$ cat src/rtl/fsk_modulator_if.sv
// Symbol handshake between a symbol source and the FSK modulator.
// The transmitter (master) drives symbol/valid, and the modulator (slave) answers with ready.
interface fsk_modulator_if #(
  parameter int OUTPUT_BITS = 1
);
  logic [OUTPUT_BITS-1:0] symbol_i;
  logic                   symbol_valid_i;
  logic                   symbol_ready_o;

  modport master (output symbol_i, output symbol_valid_i, input symbol_ready_o);
  modport slave  (input symbol_i, input symbol_valid_i, output symbol_ready_o);
endinterface

$ cat src/rtl/fsk_modulator.sv
// Phase-continuous FSK modulator: each accepted symbol selects a tuning word
// that drives a phase accumulator for SYMBOL_CYCLES clocks; freq_o is the accumulator MSB.
module fsk_modulator #(
  parameter int OUTPUT_BITS     = 1,
  parameter int NUM_FREQUENCIES = 2**OUTPUT_BITS,
  parameter int ACC_BITS        = 32,
  parameter int SYMBOL_CYCLES   = 200
) (
  input  logic                clk_200M,
  input  logic                reset_200M,
  input  logic [ACC_BITS-1:0] tuning_base_i,
  input  logic [ACC_BITS-1:0] tuning_step_i,
  input  logic                carrier_en_i,
  fsk_modulator_if.slave      sym_if,
  output logic                busy_o,
  output logic [ACC_BITS-1:0] tuning_word_o,
  output logic                freq_o
);
  localparam int CNT_W = (SYMBOL_CYCLES > 1) ? $clog2(SYMBOL_CYCLES) : 1;
  localparam logic [CNT_W-1:0] CNT_LAST = CNT_W'(SYMBOL_CYCLES - 1);
  localparam logic [ACC_BITS-1:0] SYM_MAX = ACC_BITS'(NUM_FREQUENCIES - 1);

  typedef enum logic {IDLE, SEND} state_t;

  state_t              state_q, state_d;
  logic [CNT_W-1:0]    cnt_q, cnt_d;
  logic [ACC_BITS-1:0] acc_q, acc_d;
  logic [ACC_BITS-1:0] tw_q, tw_d;

  logic                ready;
  logic                xfer;
  logic [ACC_BITS-1:0] sym_word;
  logic [ACC_BITS-1:0] tw_load;

  always_ff @(posedge clk_200M or posedge reset_200M) begin
    if (reset_200M) begin
      state_q <= IDLE;
      cnt_q   <= '0;
      acc_q   <= '0;
      tw_q    <= '0;
    end else begin
      state_q <= state_d;
      cnt_q   <= cnt_d;
      acc_q   <= acc_d;
      tw_q    <= tw_d;
    end
  end

  always_comb begin
    ready = (state_q == IDLE) || (cnt_q == CNT_LAST);
    xfer  = sym_if.symbol_valid_i && ready;

    // Symbols beyond the configured tone set saturate to the highest tone.
    sym_word = ACC_BITS'(sym_if.symbol_i);
    if (sym_word > SYM_MAX) sym_word = SYM_MAX;
    tw_load = tuning_base_i + sym_word * tuning_step_i;

    // Phase keeps running across symbols and idle; only an idle, disabled carrier clears it.
    acc_d = ((state_q == SEND) || carrier_en_i) ? acc_q + tw_q : '0;

    state_d = state_q;
    cnt_d   = cnt_q;
    tw_d    = tw_q;

    unique case (state_q)
      IDLE: begin
        if (xfer) begin
          state_d = SEND;
          cnt_d   = '0;
          tw_d    = tw_load;
        end else begin
          tw_d    = tuning_base_i;
        end
      end
      SEND: begin
        if (xfer) begin
          cnt_d   = '0;
          tw_d    = tw_load;
        end else if (cnt_q == CNT_LAST) begin
          state_d = IDLE;
          cnt_d   = '0;
          tw_d    = tuning_base_i;
        end else begin
          cnt_d   = cnt_q + 1'b1;
        end
      end
      default: state_d = IDLE;
    endcase
  end

  assign sym_if.symbol_ready_o = ready;
  assign busy_o        = (state_q == SEND);
  assign tuning_word_o = tw_q;
  assign freq_o        = acc_q[ACC_BITS-1];
endmodule
$ cat src/flat_wrapper.sv
// flat-port wrapper written by rule: the top's interface ports become plain ports
module fsk_modulator_flat 
#(
  parameter int OUTPUT_BITS     = 1,
  parameter int NUM_FREQUENCIES = 2**OUTPUT_BITS,
  parameter int ACC_BITS        = 32,
  parameter int SYMBOL_CYCLES   = 200
)
  (clk_200M, reset_200M, tuning_base_i, tuning_step_i, carrier_en_i, busy_o, tuning_word_o, freq_o, sym_if_symbol_i, sym_if_symbol_valid_i, sym_if_symbol_ready_o);
  fsk_modulator_if #(.OUTPUT_BITS(OUTPUT_BITS)) sym_if_i ();
  input  logic clk_200M;
  input  logic reset_200M;
  input  logic [ACC_BITS-1:0] tuning_base_i;
  input  logic [ACC_BITS-1:0] tuning_step_i;
  input  logic carrier_en_i;
  output logic busy_o;
  output logic [ACC_BITS-1:0] tuning_word_o;
  output logic freq_o;
  input wire logic [$bits(sym_if_i.symbol_i)-1:0] sym_if_symbol_i;
  input wire logic [$bits(sym_if_i.symbol_valid_i)-1:0] sym_if_symbol_valid_i;
  output wire logic [$bits(sym_if_i.symbol_ready_o)-1:0] sym_if_symbol_ready_o;
  assign sym_if_i.symbol_i = sym_if_symbol_i;
  assign sym_if_i.symbol_valid_i = sym_if_symbol_valid_i;
  assign sym_if_symbol_ready_o = sym_if_i.symbol_ready_o;
  fsk_modulator #(.OUTPUT_BITS(OUTPUT_BITS), .NUM_FREQUENCIES(NUM_FREQUENCIES), .ACC_BITS(ACC_BITS), .SYMBOL_CYCLES(SYMBOL_CYCLES)) u_core (.clk_200M(clk_200M), .reset_200M(reset_200M), .tuning_base_i(tuning_base_i), .tuning_step_i(tuning_step_i), .carrier_en_i(carrier_en_i), .sym_if(sym_if_i), .busy_o(busy_o), .tuning_word_o(tuning_word_o), .freq_o(freq_o));
endmodule
$ cat config.mk
export PLATFORM = sky130hd
export DESIGN_NAME = fsk_modulator_flat
export DESIGN_NICKNAME = d
export VERILOG_FILES = /design/src/rtl/fsk_modulator_if.sv /design/src/rtl/fsk_modulator.sv /design/src/flat_wrapper.sv
export SDC_FILE = /design/constraint.sdc
export NUM_CORES = 1
export LEC_CHECK = 0
export ABC_CLOCK_PERIOD_IN_PS = 6600
export CAP_MARGIN = 25
export CORE_ASPECT_RATIO = 0.8
export CORE_MARGIN = 3
export CORE_UTILIZATION = 35
export CTS_CLUSTER_SIZE = 8
export DETAILED_ROUTE_END_ITERATION = 12
export PLACE_DENSITY = 0.54
export SYNTH_ARGS = -nofsm -noshare
export SYNTH_HDL_FRONTEND = slang
export SYNTH_SLANG_ARGS = --single-unit
$ cat constraint.sdc
create_clock -name clk_200M -period 6.6 [get_ports clk_200M]
set_input_delay 0.66 -clock clk_200M [delete_from_list [all_inputs] [get_ports clk_200M]]
set_output_delay 0.66 -clock clk_200M [all_outputs]
set_load 0.02 [all_outputs]
-- After elaboration in Yosys (flattened, before gate mapping)
Cells that the tools add are included.
- logic and storage cells: 28
- bits in registers: 73
- output and inout bits: 35
- reduce and logical (&&, ||, !) cells: 3
- mux-type cells: 13
- bitwise gates (word level): 1
- eq/ne operators: 3
- multipliers: 1
- add/subtract/negate cells: 3
- operators by type and width (operator ; number):
    $mux 32 ; 4
    $add 32x32->32 ; 2
    $pmux 32 s2 ; 1
    $mul 1x32->32 ; 1
    $mux 8 ; 3
    $pmux 8 s2 ; 1
    $add 8x1->8 const B ; 1
    $eq 8x8->1 const B ; 1
    $mux 1 ; 3
    $ne 3x3->1 const B ; 1
    $logic_or 1x1->1 ; 2
    $ne 2x1->1 const B ; 1
    $pmux 1 s2 ; 1
    $logic_and 1x1->1 ; 1
    $not 1->1 ; 1

-- Longest topological paths before layout
- depth after elaboration: 5
- mapped depth: 13
- mapped depth without buffers: 12

-- Worst setup path after synthesis
No wires, ideal clock.
- kind: in2reg
- start point: input tuning_step_i[0]
- end point: register u_core.tw_q[30], in the netlist u_core.tuning_word_o[30]
- stages: 12
- arrival time: 3133 ps
- library setup time: 82 ps
- setup slack: 3385 ps
- cells stage by stage: and2_1 ha_1 fa_1 a21o_1 a21oi_1 o21bai_1 a31oi_1 o211a_1 o22ai_2 o2111ai_1 mux2_1 a31oi_1
- longest elaborated chain between the ends: 4
- elaborated cells on any way between the ends: 5
- ends and longest elaborated chain (item ; RTL line ; text):
    start: declaration ; flat_wrapper.sv:14 ; input logic [ACC_BITS-1:0] tuning_step_i;
    $mul 1x32->32 * ; fsk_modulator.sv:56 ; tw_load = tuning_base_i + sym_word * tuning_step_i;
    $add 32x32->32 * ; fsk_modulator.sv:56 ;
    $mux 32 (on tied branches) ; fsk_modulator.sv:76, fsk_modulator.sv:67 ;
    $pmux 32 s2 * ; fsk_modulator.sv:65 ; unique case (state_q)
    end signal: assignment ; fsk_modulator.sv:45 ; tw_q <= tw_d;
    end: declaration ; fsk_modulator.sv:28 ; logic [ACC_BITS-1:0] tw_q, tw_d;
Mark *: on every way between the ends. The rest lies on a longest branch, timed or not.
A chain may end at the register's enable or synchronous reset.

-- Worst setup path after layout
- start point: input sym_if_symbol_i
- end point: register u_core.tw_q[30], in the netlist u_core.tuning_word_o[30]
- longest elaborated chain between the ends: 4
- elaborated cells on any way between the ends: 5
- ends and longest elaborated chain (item ; RTL line ; text):
    start: declaration ; flat_wrapper.sv:19 ; input wire logic [$bits(sym_if_i.symbol_i)-1:0] sym_if_symbol_i;
    $mul 1x32->32 * ; fsk_modulator.sv:56 ;
    $add 32x32->32 * ; fsk_modulator.sv:56 ;
    $mux 32 (on tied branches) ; fsk_modulator.sv:76, fsk_modulator.sv:67 ;
    $pmux 32 s2 * ; fsk_modulator.sv:65 ;
Marks and branches as above.

==> results.yml <==
run_status:
  outcome: "finished clean"
yosys:
  synth_fa_ha_area_share_pct: 13.3
  synth-xor-area-share_pct: 6.88
  synth.most_common_cell: "dfrtp_1"
  synthTopCellsByArea: "dfrtp_1 (29%), ha_1 (13%), a21oi_1 (5.6%), o21ai_0 (4.9%), a21o_1 (4.3%)"
  synth_cells: 756
  async_flop_share_pct: 100
  synth_ff_type: "dfrtp_1"
  synth_top_cell_area_share_pct: 29.3
  synth_top_family_by_area: "compound AO/OA/AOI/OAI gates"
  synth-simple-area-share_pct: 20.2
  synth_compound_area_share_pct: 23.5
  ys_warn_count: 0
  synth_area_sq_um: 6240
  synth_edf_count: 0
  synth-seq-area-share_pct: 29.3
  synthDistinctLibCells: 52
  netlist_top_cells_count: "dfrtp_1 (73), a21oi_1 (70), nand2_1 (66), ha_1 (63), o21ai_0 (61)"
  synthMuxAreaShare_pct: 3.39
  synth_top_area_cell: "dfrtp_1"
  synth_nets: 890
  synth-seq-cells: 73
  syn_area_per_cell_sq_um: 8.25
grt:
  grt_pass1_wl_mm: 29.0
  grt_pass1_vias: 5428
  antenna_found_initial: 0
  groute.usage.overall_pct: 18.3
  grt-ovfl-total: 0
  grt_max_degree: 74
drt:
  drt_wl_total_mm: 17.9
  ant_nets: 0
  wl_per_cell_microns: 16.7
  vias_per_cell: 5.38
  num_vias: 5768
  drc: 0
  drtPass1Iterations: 5
  drtIter0Drc: 284
floorplanning:
  die-area_sq_um: 19500
  die_h_microns: 125
  coreArea_sq_um: 17400
  start_util_pct: 35.9
  rows: 43
  ios: 104
  die_w_microns: 155
timing:
  tightest_slew_ns: 1.03
  fin_worst_skew_ns: 0.00881
  rsz0062_at_grt: "no"
  max_freq_mhz: 228
  period_share_pct: 66.5
  period_minus_slack_ns: 4.39
  relSlewSlack_pct: 31.0
  setup_ws_ns: 2.21
  tns_ns: 0
  setup_violations: 0
  drv_slew: 0
  finalHoldViolations: 0
placement:
  gp_congestion: 0.884
  pre_cts_ws_ns: 1.84
  hpwl_mm: 13.7
  post-place-cells: 1055
  portBuffers: 103
  place_area_sq_um: 7460
worst_setup_path:
  end_kind: "flop"
  required_ns: 6.85
  path_max_fanout: 33
  crit_type: "primary input to flop"
  worst-endpoint-arrival_ns: 4.64
  crit_path_start_kind: "primary input"
clock_network:
  cts.sinks: 73
  clkTransAtPathRegs_ns: 0.06
  clk_path_buf_depth: 2
  htree_num_levels: 3
  post_cts_buffers: 0
  worstSkewPairLatency_ns: 0.33
  cts_tree: "yes"
  cts_hold_buf: 0
  tritoncts.num_buffers: 9
  post_cts_resized: 0
  clock_tree.root_cell: "clkbuf_16"
pwr:
  power.leakage_nw: 3.57
  clockPowerShare_pct: 21.1
  power_density_nw_per_um2: 289
  switchingPower_mw: 0.898
  p_int_mw: 1.35
  pwr-share-seq_pct: 26.5
  swShare_pct: 39.9
  ir_drop_uv: 140
  combPwrFrac_pct: 52.4
final_layout:
  fin_nets: 976
  antenna_cells: 0
  postLayoutCellArea_sq_um: 7770
  final_util_pct: 44.7
  multiInputGateArea_sq_um: 4200
  area_growth_pct: 24.7
  ff_latch_area_sq_um: 1830
  drive_gt1_share_pct: 4.13
  stdcell_count: 1072
  nFillCells: 1698
flow_run:
  maxCapViolCount: 0
worst_hold_path:
  hold_path_class: "flop to flop"
==> stage by stage <==
stage | total power [mW] | hold slack (ns)
floorplan | 1.50 | 0.450
global placement | 1.75 | 0.474
detailed placement | 1.77 | 0.481
CTS | 2.25 | 0.492
global route | 2.44 | 0.522
finish | 2.25 | 0.493
==> per-layer routing <==
| layer | track usage, % | share of wire [%] |
|---|---|---|
| met3 | 2.49 | 3.4 |
| met4 | 4.73 | 1.6 |
| met5 | 0 | 0 |
| met1 | 28.7 | 53 |
| met2 | 26.3 | 42 |
==> flip-flops by register name (all words and copies together), names as in the netlist <==
| register | cells |
|---|---|
| u_core.cnt_q | 8 |
| u_core.busy_o | 1 |
| u_core.tuning_word_o | 32 |
| u_core.acc_q | 32 |
==> final cells by class <==
cell class              instances  share of cell area, %
multi-input cells             627                   54.0
flip-flops and latches         73                   23.5
repair buffers                108                   14.0
well taps                     225                   3.62
inverters                      23                   1.11
clock buffers                  11                   3.25
clock inverters                 5                  0.499
==> power groups by stage <==
stage	Sequential, mW	Clock [mW]	Combinational (mW)
after floorplan	0.597	0	0.898
after global placement	0.599	0	1.15
after detailed placement	0.602	0	1.17
after CTS	0.597	0.487	1.17
after global routing	0.603	0.505	1.33
final	0.596	0.474	1.18
==> cells in the final DEF, fill, tap and decap left out, types with 5 or more instances in the layout <==
| cell | netlist | final |
|---|---|---|
| nand3_1 | 14 | 14 |
| a31o_2 | 6 | 6 |
| mux2i_1 | 20 | 20 |
| a21oi_1 | 70 | 70 |
| and2_1 | 37 | 37 |
| inv_1 | 23 | 22 |
| nand4_1 | 14 | 14 |
| o21ai_1 | 7 | 7 |
| a31oi_1 | 14 | 14 |
| ha_1 | 63 | 63 |
| or3_1 | 5 | 5 |
| dfrtp_1 | 73 | 73 |
| nor2_1 | 58 | 57 |
| o21bai_1 | 9 | 9 |
| o21ai_0 | 61 | 61 |
| nand2b_1 | 6 | 6 |
| clkdlybuf4s50_1 | 0 | 103 |
| and3_1 | 20 | 20 |
| nor3_1 | 17 | 17 |
| a21o_1 | 36 | 36 |
| clkbuf_16 | 0 | 9 |
| nor2b_1 | 7 | 7 |
| xnor2_1 | 29 | 29 |
| nand2_1 | 66 | 66 |
| xor2_1 | 20 | 20 |
==> path summary, 6_finish.rpt <==
kind                                         start                        to  slack (ns)  cells after the start
setup reg to reg           u_core.tuning_word_o[0]          u_core.acc_q[28]        3.52                     12
min in group asynchronous               reset_200M   u_core.tuning_word_o[6]        0.71                      3
setup / recovery                   sym_if_symbol_i  u_core.tuning_word_o[30]        2.21                     13
max in group asynchronous               reset_200M  u_core.tuning_word_o[20]        5.35                      4
hold reg to reg                    u_core.cnt_q[7]           u_core.cnt_q[7]        0.49                      1
hold / removal                     u_core.cnt_q[7]           u_core.cnt_q[7]        0.49                      1
==> cells by family (layout without fill, tap and decap cells) <==
family / after synthesis / count (layout)
AO/OA/AOI/OAI: 238 / 238
AND/OR/NAND/NOR: 254 / 254
flip-flops: 73 / 73
multiplexers: 21 / 21
buffers and inverters: 56 / 147
XOR/XNOR: 49 / 49
adder cells (fa/ha/maj): 65 / 65
==> worst max-delay path, stage by stage <==
cell	delay (ns)
clkdlybuf4s50_1	0.90
and2_1	0.37
ha_1	0.22
fa_1	0.41
a21o_1	0.19
a21oi_1	0.27
o21bai_1	0.10
a31oi_1	0.34
o211a_1	0.28
o22ai_2	0.11
o2111ai_1	0.25
mux2_1	0.35
a31oi_1	0.17
No activity file was read; power rests on OpenSTA's default activity.
